### src/rtl/axi_slave_bridge_pkg.sv
// Shared encodings for the AXI slave bridge: burst types, FSM states and the
// byte-count helper used when a command is popped from the slave command FIFO.
package axi_slave_bridge_pkg;

  localparam int CHUNK_LOG2_DEF = 7;

  typedef enum logic [1:0] {
    BURST_FIXED = 2'd0,
    BURST_INCR  = 2'd1,
    BURST_WRAP  = 2'd2
  } burst_e;

  typedef enum logic {
    ST_IDLE  = 1'b0,
    ST_ISSUE = 1'b1
  } split_state_e;

  // Bytes from the start address to the end of an INCR burst. Only the low
  // address bits within one beat matter; the result peaks at 32768.
  function automatic logic [15:0] burst_bytes(input logic [6:0] addr_lo,
                                              input logic [7:0] len,
                                              input logic [2:0] size);
    logic [15:0] off;
    off = {9'd0, addr_lo} & ((16'd1 << size) - 16'd1);
    return ((16'(len) + 16'd1) << size) - off;
  endfunction

endpackage

### src/rtl/axi_slave_cmd_splitter_if.sv
// Command FIFO head plus piece handshake between the FIFO, the splitter and
// the host-link command encoder.
interface axi_slave_cmd_splitter_if #(
  parameter int IDW        = 3,
  parameter int CTXW       = 9,
  parameter int CHUNK_LOG2 = 7
);
  logic [IDW-1:0]      cf_id;
  logic [63:0]         cf_addr;
  logic [7:0]          cf_len;
  logic [2:0]          cf_size;
  logic [1:0]          cf_burst;
  logic [CTXW-1:0]     cf_user;
  logic                cf_empty;
  logic                cf_rd_en;
  logic                sp_valid;
  logic                sp_ready;
  logic [IDW-1:0]      sp_id;
  logic [63:0]         sp_addr;
  logic [CHUNK_LOG2:0] sp_bytes;
  logic [CTXW-1:0]     sp_user;
  logic                sp_first;
  logic                sp_last;
  logic                sp_err;

  // The splitter pulls from the FIFO and drives pieces downstream.
  modport master (
    input  cf_id, cf_addr, cf_len, cf_size, cf_burst, cf_user, cf_empty, sp_ready,
    output cf_rd_en, sp_valid, sp_id, sp_addr, sp_bytes, sp_user, sp_first, sp_last, sp_err
  );

  modport slave (
    output cf_id, cf_addr, cf_len, cf_size, cf_burst, cf_user, cf_empty, sp_ready,
    input  cf_rd_en, sp_valid, sp_id, sp_addr, sp_bytes, sp_user, sp_first, sp_last, sp_err
  );
endinterface

### src/rtl/axi_slave_split_calc.sv
// Size of the next piece: the smaller of the bytes remaining and the room left
// before the next CHUNK_BYTES boundary. Shared with the write-data aligner.
module axi_slave_split_calc
  import axi_slave_bridge_pkg::*;
#(
  parameter int CHUNK_LOG2 = CHUNK_LOG2_DEF
) (
  input  logic [CHUNK_LOG2-1:0] cur_lo,
  input  logic [15:0]           rem,
  output logic [CHUNK_LOG2:0]   bytes,
  output logic                  last
);
  localparam logic [CHUNK_LOG2:0] CHUNK_BYTES = {1'b1, {CHUNK_LOG2{1'b0}}};

  logic [CHUNK_LOG2:0] room;

  always_comb begin
    room  = CHUNK_BYTES - {1'b0, cur_lo};
    last  = (rem <= 16'(room));
    bytes = last ? rem[CHUNK_LOG2:0] : room;
  end
endmodule

### src/rtl/axi_slave_cmd_splitter.sv
// Pops AXI bursts from the slave command FIFO and issues chunk-aligned pieces.
// Define AXI_SLAVE_SPLITTER_STATS_EN to add burst/piece counters.
module axi_slave_cmd_splitter
  import axi_slave_bridge_pkg::*;
#(
  parameter int IDW        = 3,
  parameter int CTXW       = 9,
  parameter int CHUNK_LOG2 = CHUNK_LOG2_DEF
) (
  input  logic                  clk,
  input  logic                  rst_n,
  axi_slave_cmd_splitter_if.master bus
`ifdef AXI_SLAVE_SPLITTER_STATS_EN
  ,
  output logic [31:0]           stat_bursts,
  output logic [31:0]           stat_pieces
`endif
);
  split_state_e      state_q, state_d;
  logic [63:0]       cur_q, cur_d;
  logic [15:0]       rem_q, rem_d;
  logic [IDW-1:0]    id_q, id_d;
  logic [CTXW-1:0]   user_q, user_d;
  logic              first_q, first_d;
  logic              err_q, err_d;

  logic [CHUNK_LOG2:0] calc_bytes;
  logic                calc_last;
  logic                issue, hs, pop;

  axi_slave_split_calc #(.CHUNK_LOG2(CHUNK_LOG2)) u_calc (
    .cur_lo (cur_q[CHUNK_LOG2-1:0]),
    .rem    (rem_q),
    .bytes  (calc_bytes),
    .last   (calc_last)
  );

  // NOTE: non-blocking assignments in clocked blocks so every flop samples
  // pre-edge values regardless of process evaluation order.
  always_ff @(posedge clk or negedge rst_n) begin
    if (!rst_n) begin
      state_q <= ST_IDLE;
      cur_q   <= '0;
      rem_q   <= '0;
      id_q    <= '0;
      user_q  <= '0;
      first_q <= 1'b0;
      err_q   <= 1'b0;
    end else begin
      state_q <= state_d;
      cur_q   <= cur_d;
      rem_q   <= rem_d;
      id_q    <= id_d;
      user_q  <= user_d;
      first_q <= first_d;
      err_q   <= err_d;
    end
  end

  // NOTE: every variable gets a default before any branch so no latch is inferred.
  always_comb begin
    state_d = state_q;
    cur_d   = cur_q;
    rem_d   = rem_q;
    id_d    = id_q;
    user_d  = user_q;
    first_d = first_q;
    err_d   = err_q;
    if (hs && !calc_last) begin
      cur_d   = cur_q + 64'(calc_bytes);
      rem_d   = rem_q - 16'(calc_bytes);
      first_d = 1'b0;
    end else if (hs) begin
      state_d = ST_IDLE;
    end
    // A pop overrides the return to IDLE, so bursts chain without a bubble.
    if (pop) begin
      state_d = ST_ISSUE;
      id_d    = bus.cf_id;
      user_d  = bus.cf_user;
      cur_d   = bus.cf_addr;
      first_d = 1'b1;
      err_d   = (burst_e'(bus.cf_burst) != BURST_INCR);
      rem_d   = err_d ? 16'd0 : burst_bytes(bus.cf_addr[6:0], bus.cf_len, bus.cf_size);
    end
  end

  // Rejected bursts carry rem=0, which the calculator turns into a zero-byte last piece.
  always_comb begin
    issue        = (state_q == ST_ISSUE);
    hs           = issue & bus.sp_ready;
    pop          = rst_n & ~bus.cf_empty & (~issue | (hs & calc_last));
    bus.cf_rd_en = pop;
    bus.sp_valid = issue;
    bus.sp_id    = issue ? id_q   : '0;
    bus.sp_addr  = issue ? cur_q  : '0;
    bus.sp_user  = issue ? user_q : '0;
    bus.sp_bytes = issue ? calc_bytes : '0;
    bus.sp_first = issue & first_q;
    bus.sp_last  = issue & calc_last;
    bus.sp_err   = issue & err_q;
  end

`ifdef AXI_SLAVE_SPLITTER_STATS_EN
  logic [31:0] stat_bursts_q, stat_bursts_d;
  logic [31:0] stat_pieces_q, stat_pieces_d;

  always_comb begin
    stat_bursts_d = stat_bursts_q + {31'd0, pop};
    stat_pieces_d = stat_pieces_q + {31'd0, hs};
  end

  always_ff @(posedge clk or negedge rst_n) begin
    if (!rst_n) begin
      stat_bursts_q <= '0;
      stat_pieces_q <= '0;
    end else begin
      stat_bursts_q <= stat_bursts_d;
      stat_pieces_q <= stat_pieces_d;
    end
  end

  assign stat_bursts = stat_bursts_q;
  assign stat_pieces = stat_pieces_q;
`endif

endmodule

### src/flat_wrapper.sv
// flat-port wrapper written by rule: the top's interface ports become plain ports
module axi_slave_cmd_splitter_flat import axi_slave_bridge_pkg::*;
#(
  parameter int IDW        = 3,
  parameter int CTXW       = 9,
  parameter int CHUNK_LOG2 = CHUNK_LOG2_DEF
)
  (clk, rst_n, bus_cf_id, bus_cf_addr, bus_cf_len, bus_cf_size, bus_cf_burst, bus_cf_user, bus_cf_empty, bus_sp_ready, bus_cf_rd_en, bus_sp_valid, bus_sp_id, bus_sp_addr, bus_sp_bytes, bus_sp_user, bus_sp_first, bus_sp_last, bus_sp_err);
  axi_slave_cmd_splitter_if #(.IDW(IDW), .CTXW(CTXW), .CHUNK_LOG2(CHUNK_LOG2)) bus_i ();
  input  logic clk;
  input  logic rst_n;
  input wire logic [$bits(bus_i.cf_id)-1:0] bus_cf_id;
  input wire logic [$bits(bus_i.cf_addr)-1:0] bus_cf_addr;
  input wire logic [$bits(bus_i.cf_len)-1:0] bus_cf_len;
  input wire logic [$bits(bus_i.cf_size)-1:0] bus_cf_size;
  input wire logic [$bits(bus_i.cf_burst)-1:0] bus_cf_burst;
  input wire logic [$bits(bus_i.cf_user)-1:0] bus_cf_user;
  input wire logic [$bits(bus_i.cf_empty)-1:0] bus_cf_empty;
  input wire logic [$bits(bus_i.sp_ready)-1:0] bus_sp_ready;
  output wire logic [$bits(bus_i.cf_rd_en)-1:0] bus_cf_rd_en;
  output wire logic [$bits(bus_i.sp_valid)-1:0] bus_sp_valid;
  output wire logic [$bits(bus_i.sp_id)-1:0] bus_sp_id;
  output wire logic [$bits(bus_i.sp_addr)-1:0] bus_sp_addr;
  output wire logic [$bits(bus_i.sp_bytes)-1:0] bus_sp_bytes;
  output wire logic [$bits(bus_i.sp_user)-1:0] bus_sp_user;
  output wire logic [$bits(bus_i.sp_first)-1:0] bus_sp_first;
  output wire logic [$bits(bus_i.sp_last)-1:0] bus_sp_last;
  output wire logic [$bits(bus_i.sp_err)-1:0] bus_sp_err;
  assign bus_i.cf_id = bus_cf_id;
  assign bus_i.cf_addr = bus_cf_addr;
  assign bus_i.cf_len = bus_cf_len;
  assign bus_i.cf_size = bus_cf_size;
  assign bus_i.cf_burst = bus_cf_burst;
  assign bus_i.cf_user = bus_cf_user;
  assign bus_i.cf_empty = bus_cf_empty;
  assign bus_i.sp_ready = bus_sp_ready;
  assign bus_cf_rd_en = bus_i.cf_rd_en;
  assign bus_sp_valid = bus_i.sp_valid;
  assign bus_sp_id = bus_i.sp_id;
  assign bus_sp_addr = bus_i.sp_addr;
  assign bus_sp_bytes = bus_i.sp_bytes;
  assign bus_sp_user = bus_i.sp_user;
  assign bus_sp_first = bus_i.sp_first;
  assign bus_sp_last = bus_i.sp_last;
  assign bus_sp_err = bus_i.sp_err;
  axi_slave_cmd_splitter #(.IDW(IDW), .CTXW(CTXW), .CHUNK_LOG2(CHUNK_LOG2)) u_core (.clk(clk), .rst_n(rst_n), .bus(bus_i));
endmodule
### config.mk
export PLATFORM = sky130hd
export DESIGN_NAME = axi_slave_cmd_splitter_flat
export DESIGN_NICKNAME = d
export VERILOG_FILES = /design/src/rtl/axi_slave_bridge_pkg.sv /design/src/rtl/axi_slave_cmd_splitter_if.sv /design/src/rtl/axi_slave_split_calc.sv /design/src/rtl/axi_slave_cmd_splitter.sv /design/src/flat_wrapper.sv
export SDC_FILE = /design/constraint.sdc
export NUM_CORES = 1
export LEC_CHECK = 0
export ABC_CLOCK_PERIOD_IN_PS = 9300
export CAP_MARGIN = 10
export CORE_MARGIN = 10
export CORE_UTILIZATION = 50
export DETAILED_ROUTE_END_ITERATION = 16
export PLACE_DENSITY = 0.82
export SETUP_SLACK_MARGIN = 0.5
export SYNTH_ARGS = -nofsm -noshare
export SYNTH_HDL_FRONTEND = slang
export SYNTH_SLANG_ARGS = --single-unit
export TNS_END_PERCENT = 1
### constraint.sdc
create_clock -name clk -period 9.3 [get_ports clk]
set_clock_uncertainty 0.05 [all_clocks]
set_input_delay 0.93 -clock clk [delete_from_list [all_inputs] [get_ports clk]]
set_output_delay 0.93 -clock clk [all_outputs]
set_load 0.005 [all_outputs]
Word-level counts from Yosys, hierarchy flattened
Index checks and enable logic that the tools add are counted.

storage, ports and cells
  register bits = 95
  bits in latches = 0
  memory bits (writable) = 0
  memory bits (read-only) = 0
  input bits = 93
  word-level logic and storage cells = 49
  memories kept = 0

operators by class
  $add $sub $neg = 6
  $mul = 0
  divide/modulo/power cells = 0
  order comparisons = 1
  equality and inequality tests = 2
  shifts and indexed selects = 2
  mux-type cells = 15
  bitwise operators = 11
  reduce and logical (&&, ||, !) cells = 5

operators with widths
  operator                                                                  number
  64-bit two-way mux                                                        3
  64-bit by 8-bit adder with 64-bit output                                  1
  16-bit two-way mux                                                        3
  7-bit by 16-bit bitwise AND with 16-bit output                            1
  16-bit by 8-bit less-or-equal comparator with 1-bit output                1
  8-bit two-way mux                                                         2
  1-bit by 3-bit << shifter with 16-bit output (first input constant)       1
  16-bit by 3-bit << shifter with 16-bit output                             1
  16-bit by 1-bit subtractor with 16-bit output (second input constant)     1
  16-bit subtractor                                                         1
  16-bit by 8-bit subtractor with 16-bit output                             1
  8-bit by 1-bit adder with 9-bit output (second input constant)            1
  9-bit two-way mux                                                         1
  8-bit by 7-bit subtractor with 8-bit output (first input constant)        1
  1-bit bitwise AND                                                         7
  1-bit two-way mux                                                         5
  2-bit nonzero test                                                        2
  3-bit two-way mux                                                         1
  2-bit by 1-bit inequality test with 1-bit output (second input constant)  1
  2-bit inequality test (second input constant)                             1
  1-bit inverter                                                            2
  2-bit AND reduction                                                       1
  1-bit logical AND                                                         1
  1-bit logical NOT                                                         1
  1-bit OR                                                                  1

Logic depth before layout (Yosys ltp)
Gate-level depths: netlist (run 1).

  depth after elaboration = 7
  gate-level depth with buffers = 25
  mapped depth without buffers = 23

Cells and area by module
Synthesis (run 1) repeated with hierarchy kept, for this count alone.

unflattened totals
  cells, all modules = 1022
  area, all modules = 8052.7 um^2

by module, submodules not included
  module                  times used  cells an instance  area an instance (um^2)  seq. area each (um^2)
  axi_slave_cmd_splitter  1           964                7602.3                   2377.3
  axi_slave_split_calc    1           58                 450.4                    0.0

Worst setup path after synthesis (run 1)
Ideal clock, no wire load.

  path type = flip-flop to flip-flop
  start point = register u_core.cur_q[1]
  end point = register u_core.cur_q[24]
  library setup time = 126 ps
  data arrival time = 4640 ps
  data required time = 9124 ps
  setup slack = 4484 ps
  stages on the path, launching flop included = 24
  path buffers = 1
  period minus slack after synthesis = 4816 ps
  path through = dfrtp_1 > inv_1 > ha_1 > nand3b_1 > xor2_1 > inv_1 > ha_1 > nand4_1 > nand2b_1 > a21oi_1 > nor3_4 > buf_2 > o21ai_0 > ha_1 > inv_1 > fa_1 > nor2b_1 > o21a_1 > o21ai_0 > a21oi_1 > and2_1 > and3_1 > o21ai_0 > a221o_1

on the way
  word-level cells in the longest chain between the ends = 6

RTL lines
  what                                                                         RTL line                                                    source
  start, declared                                                              axi_slave_cmd_splitter.sv:20                                logic [63:0] cur_q, cur_d;
  start signal, assigned                                                       axi_slave_cmd_splitter.sv:51                                cur_q <= cur_d;
  8-bit by 7-bit subtractor with 8-bit output                                  axi_slave_split_calc.sv:18                                  room = CHUNK_BYTES - {1'b0, cur_lo};
  16-bit by 8-bit less-or-equal comparator with 1-bit output                   axi_slave_split_calc.sv:19                                  last = (rem <= 16'(room));
  8-bit two-way mux / 1-bit bitwise AND (equally long branches)                axi_slave_split_calc.sv:20, axi_slave_cmd_splitter.sv:92
  64-bit by 8-bit adder with 64-bit output / 1-bit OR (equally long branches)  axi_slave_cmd_splitter.sv:70, axi_slave_cmd_splitter.sv:92
  64-bit two-way mux / 1-bit bitwise AND (equally long branches)               axi_slave_cmd_splitter.sv:69, axi_slave_cmd_splitter.sv:92
  64-bit two-way mux / 2-bit nonzero test (equally long branches)              n/a

Parallel ways exist; a longest one is shown, timed or not. The select of a mux whose other input is x is not followed.
A chain may end at the register's enable or synchronous reset.

Worst setup path in the final report (run 1)
  start point = register u_core.cur_q[0]
  end point = register u_core.cur_q[52]

Same word-level chain as after synthesis.

==> results.py, run 1 <==
metrics = {
    "run_status": {
        "status": "finished clean",
    },
    "synthesis": {
        "yosys.area.top_type": "dfrtp_1",
        "synthCells": 1016,
        "synth_top_cell_area_share_pct": 29.60,
        "netlist_top_cells_area": "dfrtp_1, and2_1, nand2_1",
        "synth_nets": 1146,
        "syn_area_sq_mm": 0.008031,
        "post_synth_num_cell_types": 82,
        "async_flop_share_pct": 100.0,
        "synth-edff-count": 0,
        "yosysSeqAreaShare_pct": 29.60,
        "synth_top_flop_cell": "dfrtp_1",
        "syn_area_per_cell_sq_um": 7.905,
        "synth-seq-cells": 95,
        "yosys_warnings": 0,
    },
    "floorplanning": {
        "dieHeight_microns": 146.7,
        "dieWidth_microns": 146.7,
        "start_util_pct": 50.74,
        "rows": 46,
        "design.die.area_sq_mm": 0.02153,
        "core_area_sq_mm": 0.01583,
        "ios": 182,
    },
    "sta": {
        "worst_pin_slew_ns": 1.048,
        "slew_viol_final": 0,
        "hold_slack_ns": 0.4193,
        "max_freq_ghz": 0.1708,
        "final.setup.worst_slack_ns": 3.445,
        "timing.slew.headroom_pct": 30.02,
        "setup_tns_ns": 0,
        "fin_crit_sh_pct": 62.96,
        "finalCriticalPeriod_ns": 5.855,
        "hold_violations": 0,
        "setup_violations": 0,
        "rsz0062_at_grt": "false",
    },
    "critical_path": {
        "crit_start": "u_core.cur_q[0]",
        "crit_chain": "inv_1, ha_1, nand3b_1, xor2_1, inv_1, ha_1, nand4_1, nand2b_1, a21oi_1, nor3_4, o21ai_0, ha_1, inv_1, fa_1, nor2b_1, o21a_1, o21ai_0, a2111oi_2, nand4_1, nor3b_1, o21ai_0, o21a_1",
        "startpoint_type": "flip-flop",
        "critPathBufInv": 3,
        "path_delay_family": "compound AO/OA/AOI/OAI gates",
        "cp_slowest_cell": "a2111oi_2",
        "worstRegToRegCells": 22,
        "end_kind": "flip-flop",
        "r2r-start": "u_core.cur_q[0]",
        "criticalPathCategory": "reg -> reg",
        "cp.arrival_ns": 6.07,
        "critPathMaxStageDelay_ns": 0.96,
        "required_ns": 9.51,
        "cp_max_fo": 15,
        "cp.depth": 22,
    },
    "min_path": {
        "hp-class": "reg -> reg",
        "min-delay-start": "u_core.user_q[6]",
        "hold-path-cell-count": 2,
    },
    "pwr": {
        "p_leak_nw": 4.107,
        "power_frac_seq_pct": 26.5,
        "pwr-share-clk_pct": 13.0,
        "power_density_mw_per_mm2": 274.9,
        "p_total_w": 0.002807,
        "ir_drop_mv": 0.1510,
        "swShare_pct": 42.00,
        "power_frac_comb_pct": 60.5,
        "p_int_w": 0.001628,
        "p_sw_w": 0.001179,
    },
    "clocking": {
        "insertion_delay_ns": 0.37,
        "clock-sinks": 95,
        "cts.path.max_buffers": 2,
        "holdBufCountCts": 0,
        "cts_tree": "built",
        "clk_pin_slew_ns": 0.07,
        "root_buffer": "clkbuf_16",
        "htreeDepth": 3,
        "cts_buffers": 9,
        "cts_resized": 0,
        "post_cts.repair.setup_buffers": 0,
    },
    "global_route": {
        "grt_pass1_wl_microns": 41260,
        "grt_max_degree": 93,
        "grt_use_total_pct": 22.89,
        "grt_pass1_vias": 7804,
        "grt_overflow_total": 0,
        "antenna_found_initial": 2,
    },
    "final_layout": {
        "syn2layout_area_growth_pct": 27.14,
        "drive_above_1_share_pct": 4.199,
        "final_cells": 1385,
        "final_cell_mix": "clkdlybuf4s50_1, nand2_1, dfrtp_1, and2_1, nor2_1",
        "nNetsFinal": 1292,
        "final_common_cell": "clkdlybuf4s50_1",
    },
    "drt": {
        "ant_nets": 0,
        "via_per_inst": 5.883,
        "first_pass_iters": 5,
        "wl_per_cell_microns": 18.09,
        "vias": 8148,
        "drtIter0Drc": 701,
        "drc": 0,
        "wirelength_microns": 25060,
    },
    "placement": {
        "place_ws_ns": 3.466,
        "place_congestion": 0.8948,
        "dp_hpwl_microns": 18480,
        "numPortBuffers": 181,
        "dpl.cell_count": 1367,
    },
    "run": {
        "maxCapViolCount": 0,
    },
}
[cell type report]
| class | count | area (sq um) |
|---|---|---|
| Antenna cell | 2 | 5.005 |
| Fill cell | 1397 | 5617 |
| Multi-Input combinational cell | 824 | 5244 |
| Sequential cell | 95 | 2379 |
| Clock buffer | 10 | 229.0 |
| Inverter | 41 | 153.9 |
| Clock inverter | 6 | 46.29 |
| Tap cell | 216 | 270.3 |
| Timing Repair Buffer | 191 | 1884 |
[through the flow]
step / instance area [sq um] / util (%)
3_5_place_dp: 9931 / 62.74
4_1_cts: 10210 / 64.48
6_report: 10210 / 64.51
5_1_grt: 10210 / 64.51
3_3_place_gp: 9931 / 62.74
2_1_floorplan: 8031 / -
[routing by layer]
metal / vias to the layer above / track usage [%] / wire length, microns
met5: - / 0 / 0
met4: 0 / 10.11 / 883
met3: 52 / 4.975 / 1598
met2: 289 / 35.71 / 11490
met1: 3862 / 29.77 / 11090
li1: 3945 / - / -
[worst register-to-register path, stage by stage (launching register included)]
cell       delay [ns]
dfrtp_1          0.45
inv_1            0.12
ha_1             0.25
nand3b_1         0.11
xor2_1           0.20
inv_1            0.07
ha_1             0.29
nand4_1          0.12
nand2b_1         0.17
a21oi_1          0.49
nor3_4           0.21
o21ai_0          0.38
ha_1             0.25
inv_1            0.06
fa_1             0.40
nor2b_1          0.13
o21a_1           0.13
o21ai_0          0.25
a2111oi_2        0.97
nand4_1          0.23
nor3b_1          0.23
o21ai_0          0.10
o21a_1           0.12
[final timing paths]
path	end	slack, ns
setup / recovery	u_core.cur_q[52]	3.44
hold / removal	u_core.user_q[6]	0.42
setup reg to reg	u_core.cur_q[52]	3.44
hold reg to reg	u_core.user_q[6]	0.42
max in group asynchronous	u_core.bus.sp_valid	7.46
min in group asynchronous	u_core.cur_q[27]	0.43
[cells in the mapped netlist, types with 11 or more instances]
cell type and n:
a21oi_1 53, a31oi_1 17, and2_1 91, and3_1 14, buf_2 16, clkbuf_1 33
dfrtp_1 95, ha_1 34, inv_1 38, nand2_1 126, nand3_1 41, nand4_1 22
nor2_1 67, nor2b_1 18, nor3_1 21, nor4_1 11, o211ai_1 14, o21a_1 13
o21ai_0 65, xnor2_1 24, xor2_1 28
[flip-flops by register name (all words and copies together), names as in the netlist]
register / flops
u_core.cur_q: 64
u_core.rem_q: 16
u_core.user_q: 9
u_core.id_q: 3
u_core.bus.sp_valid: 1
u_core.err_q: 1
u_core.first_q: 1
[cell families (layout without fill, tap and decap cells)]
family	Yosys count	count (layout)	share of synthesized area (%)
flops	95	95	29.60
fa+ha+maj	37	37	6.045
mux	9	9	1.122
simple gates	457	457	29.49
other cells	0	2	0
compound gates	269	269	22.87
buf+inv	97	248	5.203
xor+xnor	52	52	5.671
[power groups by stage]
stage	registers (W)	logic, W	clock network [W]
6_report	0.000745	0.00170	0.000364
4_1_cts	0.000737	0.00170	0.000366
2_1_floorplan	0.000691	0.00110	0
5_1_grt	0.000770	0.00190	0.000381
3_3_place_gp	0.000735	0.00165	0
3_5_place_dp	0.000744	0.00169	0
Note: power is estimated with default switching activity, not from simulation.
==> run 2: changes to the inputs <==
- ABC_CLOCK_PERIOD_IN_PS: 9300 -> 6100
- clock period: 9.3 -> 6.1 ns (I/O delays scaled with it)
==> results.py, run 2 (synthesized netlist as in run 1, its figures left out) <==
metrics = {
    "global_route": {
        "gr-usage-met1_pct": 29.31,
        "grt_pass1_vias": 7872,
        "grt_use_total_pct": 22.74,
        "grt_pass1_wl_microns": 41080,
        "grt_util_met2_pct": 37.27,
        "antenna_found_initial": 1,
        "top_usage_layer": "met2",
        "grt_use_met3_pct": 4.115,
        "grt_overflow_total": 0,
        "grt_max_degree": 99,
    },
    "pwr": {
        "power_frac_seq_pct": 26.3,
        "p_leak_nw": 4.141,
        "p_sw_w": 0.001809,
        "power_frac_comb_pct": 60.8,
        "p_int_w": 0.002496,
        "ir_drop_mv": 0.2331,
        "power_density_mw_per_mm2": 418.2,
        "pwr-share-clk_pct": 12.9,
        "swShare_pct": 42.02,
    },
    "critical_path": {
        "required_ns": 6.29,
        "cp_max_fo": 12,
        "end_kind": "flip-flop",
        "cp.arrival_ns": 5.73,
        "criticalPathCategory": "reg -> reg",
        "worstRegToRegCells": 21,
        "startpoint_type": "flip-flop",
    },
    "placement": {
        "dp_hpwl_microns": 18770,
        "placed_area_sq_mm": 0.009953,
        "numPortBuffers": 181,
        "place_ws_ns": 0.3953,
        "place_congestion": 0.9263,
    },
    "run": {
        "maxCapViolCount": 0,
    },
    "final_layout": {
        "multi_input_area_sq_mm": 0.005270,
        "drive_above_1_share_pct": 5.026,
        "reg_top3": "u_core.cur_q: 64 flops, u_core.rem_q: 16 flops, u_core.user_q: 9 flops",
        "fillers": 1359,
        "finalInstanceArea_sq_mm": 0.01029,
        "largest_reg_flops": 64,
        "top_register": "u_core.cur_q",
        "final_cell_mix": "clkdlybuf4s50_1, nand2_1, dfrtp_1, and2_1, nor2_1",
        "nNetsFinal": 1299,
        "syn2layout_area_growth_pct": 28.17,
        "layout.area.seq_sq_mm": 0.002379,
        "final_common_cell": "clkdlybuf4s50_1",
    },
    "sta": {
        "final.setup.worst_slack_ns": 0.5620,
        "timing.slew.headroom_pct": 34.03,
        "finalCriticalPeriod_ns": 5.538,
        "hold_violations": 0,
        "fin_crit_sh_pct": 90.79,
        "setup_tns_ns": 0,
        "max_freq_ghz": 0.1806,
        "worst_pin_slew_ns": 0.9896,
        "slew_viol_final": 0,
        "rsz0062_at_grt": "true",
        "setup_violations": 0,
    },
    "drt": {
        "first_pass_iters": 7,
        "wirelength_microns": 25140,
        "via_per_inst": 5.901,
        "drc": 0,
        "wl_per_cell_microns": 18.07,
        "ant_nets": 0,
        "drtIter0Drc": 584,
        "vias": 8208,
    },
    "min_path": {
        "hp-class": "in -> async",
    },
    "clocking": {
        "clk_pin_slew_ns": 0.08,
        "clock-sinks": 95,
        "holdBufCountCts": 0,
        "htreeDepth": 3,
        "cts_tree": "built",
        "insertion_delay_ns": 0.36,
        "cts.path.max_buffers": 2,
        "root_buffer": "clkbuf_16",
        "cts_buffers": 9,
    },
    "floorplanning": {
        "dieHeight_microns": 146.7,
        "dieWidth_microns": 146.7,
        "start_util_pct": 50.74,
        "ios": 182,
        "core_area_sq_mm": 0.01583,
        "rows": 46,
        "design.die.area_sq_mm": 0.02153,
    },
    "run_status": {
        "status": "finished clean",
    },
}
run 2: routing by layer:
| layer | part of all wire, % | vias to the layer above | wire length, microns |
|---|---|---|---|
| met1 | 44 | 3895 | 11020 |
| met3 | 6.4 | 43 | 1598 |
| met5 | 0 | - | 0 |
| met2 | 47 | 300 | 11890 |
| li1 | - | 3970 | - |
| met4 | 2.5 | 0 | 630 |
run 2: cell type report:
class	instances	area share, %
Timing Repair Buffer	198	18.82
Inverter	41	1.495
Clock inverter	6	0.5105
Antenna cell	1	0.02431
Multi-Input combinational cell	824	51.20
Tap cell	216	2.626
Sequential cell	95	23.11
Clock buffer	10	2.224
run 2: critical path, cell delays in order (launching register included):
cell	delay [ns]
dfrtp_1	0.45
nor3_1	0.35
nand3_1	0.17
xor2_1	0.23
inv_1	0.08
ha_1	0.29
a21oi_1	0.12
o21ai_0	0.09
o21a_1	0.20
nor3_4	0.49
buf_4	0.21
mux2i_1	0.30
inv_1	0.08
ha_1	0.35
o21a_1	0.20
o21a_1	0.18
o21ai_0	0.48
a21oi_1	0.25
and2_1	0.25
and3_1	0.18
nor3b_1	0.14
a221o_1	0.28
run 2: path summary, 6_finish.rpt:
path                             startpoint             endpoint  slack (ns)
max                         u_core.cur_q[3]     u_core.cur_q[24]        0.56
min                                   rst_n     u_core.cur_q[31]        0.19
max reg2reg                 u_core.cur_q[3]     u_core.cur_q[24]        0.56
min reg2reg                u_core.user_q[4]     u_core.user_q[4]        0.42
max in group asynchronous             rst_n  u_core.bus.sp_valid        4.65
min in group clk           u_core.user_q[4]     u_core.user_q[4]        0.42
run 2: power groups by stage:
stage	combinational (W)	sequential, W	clock (W)
global route	0.00291	0.00117	0.000585
floorplan	0.00167	0.00105	0
detailed placement	0.00258	0.00113	0
finish	0.00262	0.00113	0.000556
CTS	0.00261	0.00112	0.000562
global placement	0.00251	0.00112	0
run 2: what timing repair did:
action,4_1_cts,5_1_grt
setup endpoints to repair,10,48
pin swaps,0,1
setup buffers,0,4
resized for setup,1,4
run 2: per-stage QoR:
step	std cells	util, %	total power, W	hold WS, ns
after floorplan	1016	-	0.002724	0.2644
after global placement	1370	62.89	0.003631	0.4013
after detailed placement	1370	62.89	0.003712	0.4054
after CTS	1386	64.74	0.004289	0.2052
after global routing	1391	65.04	0.004668	0.2272
final	1391	65.04	0.004305	0.1869
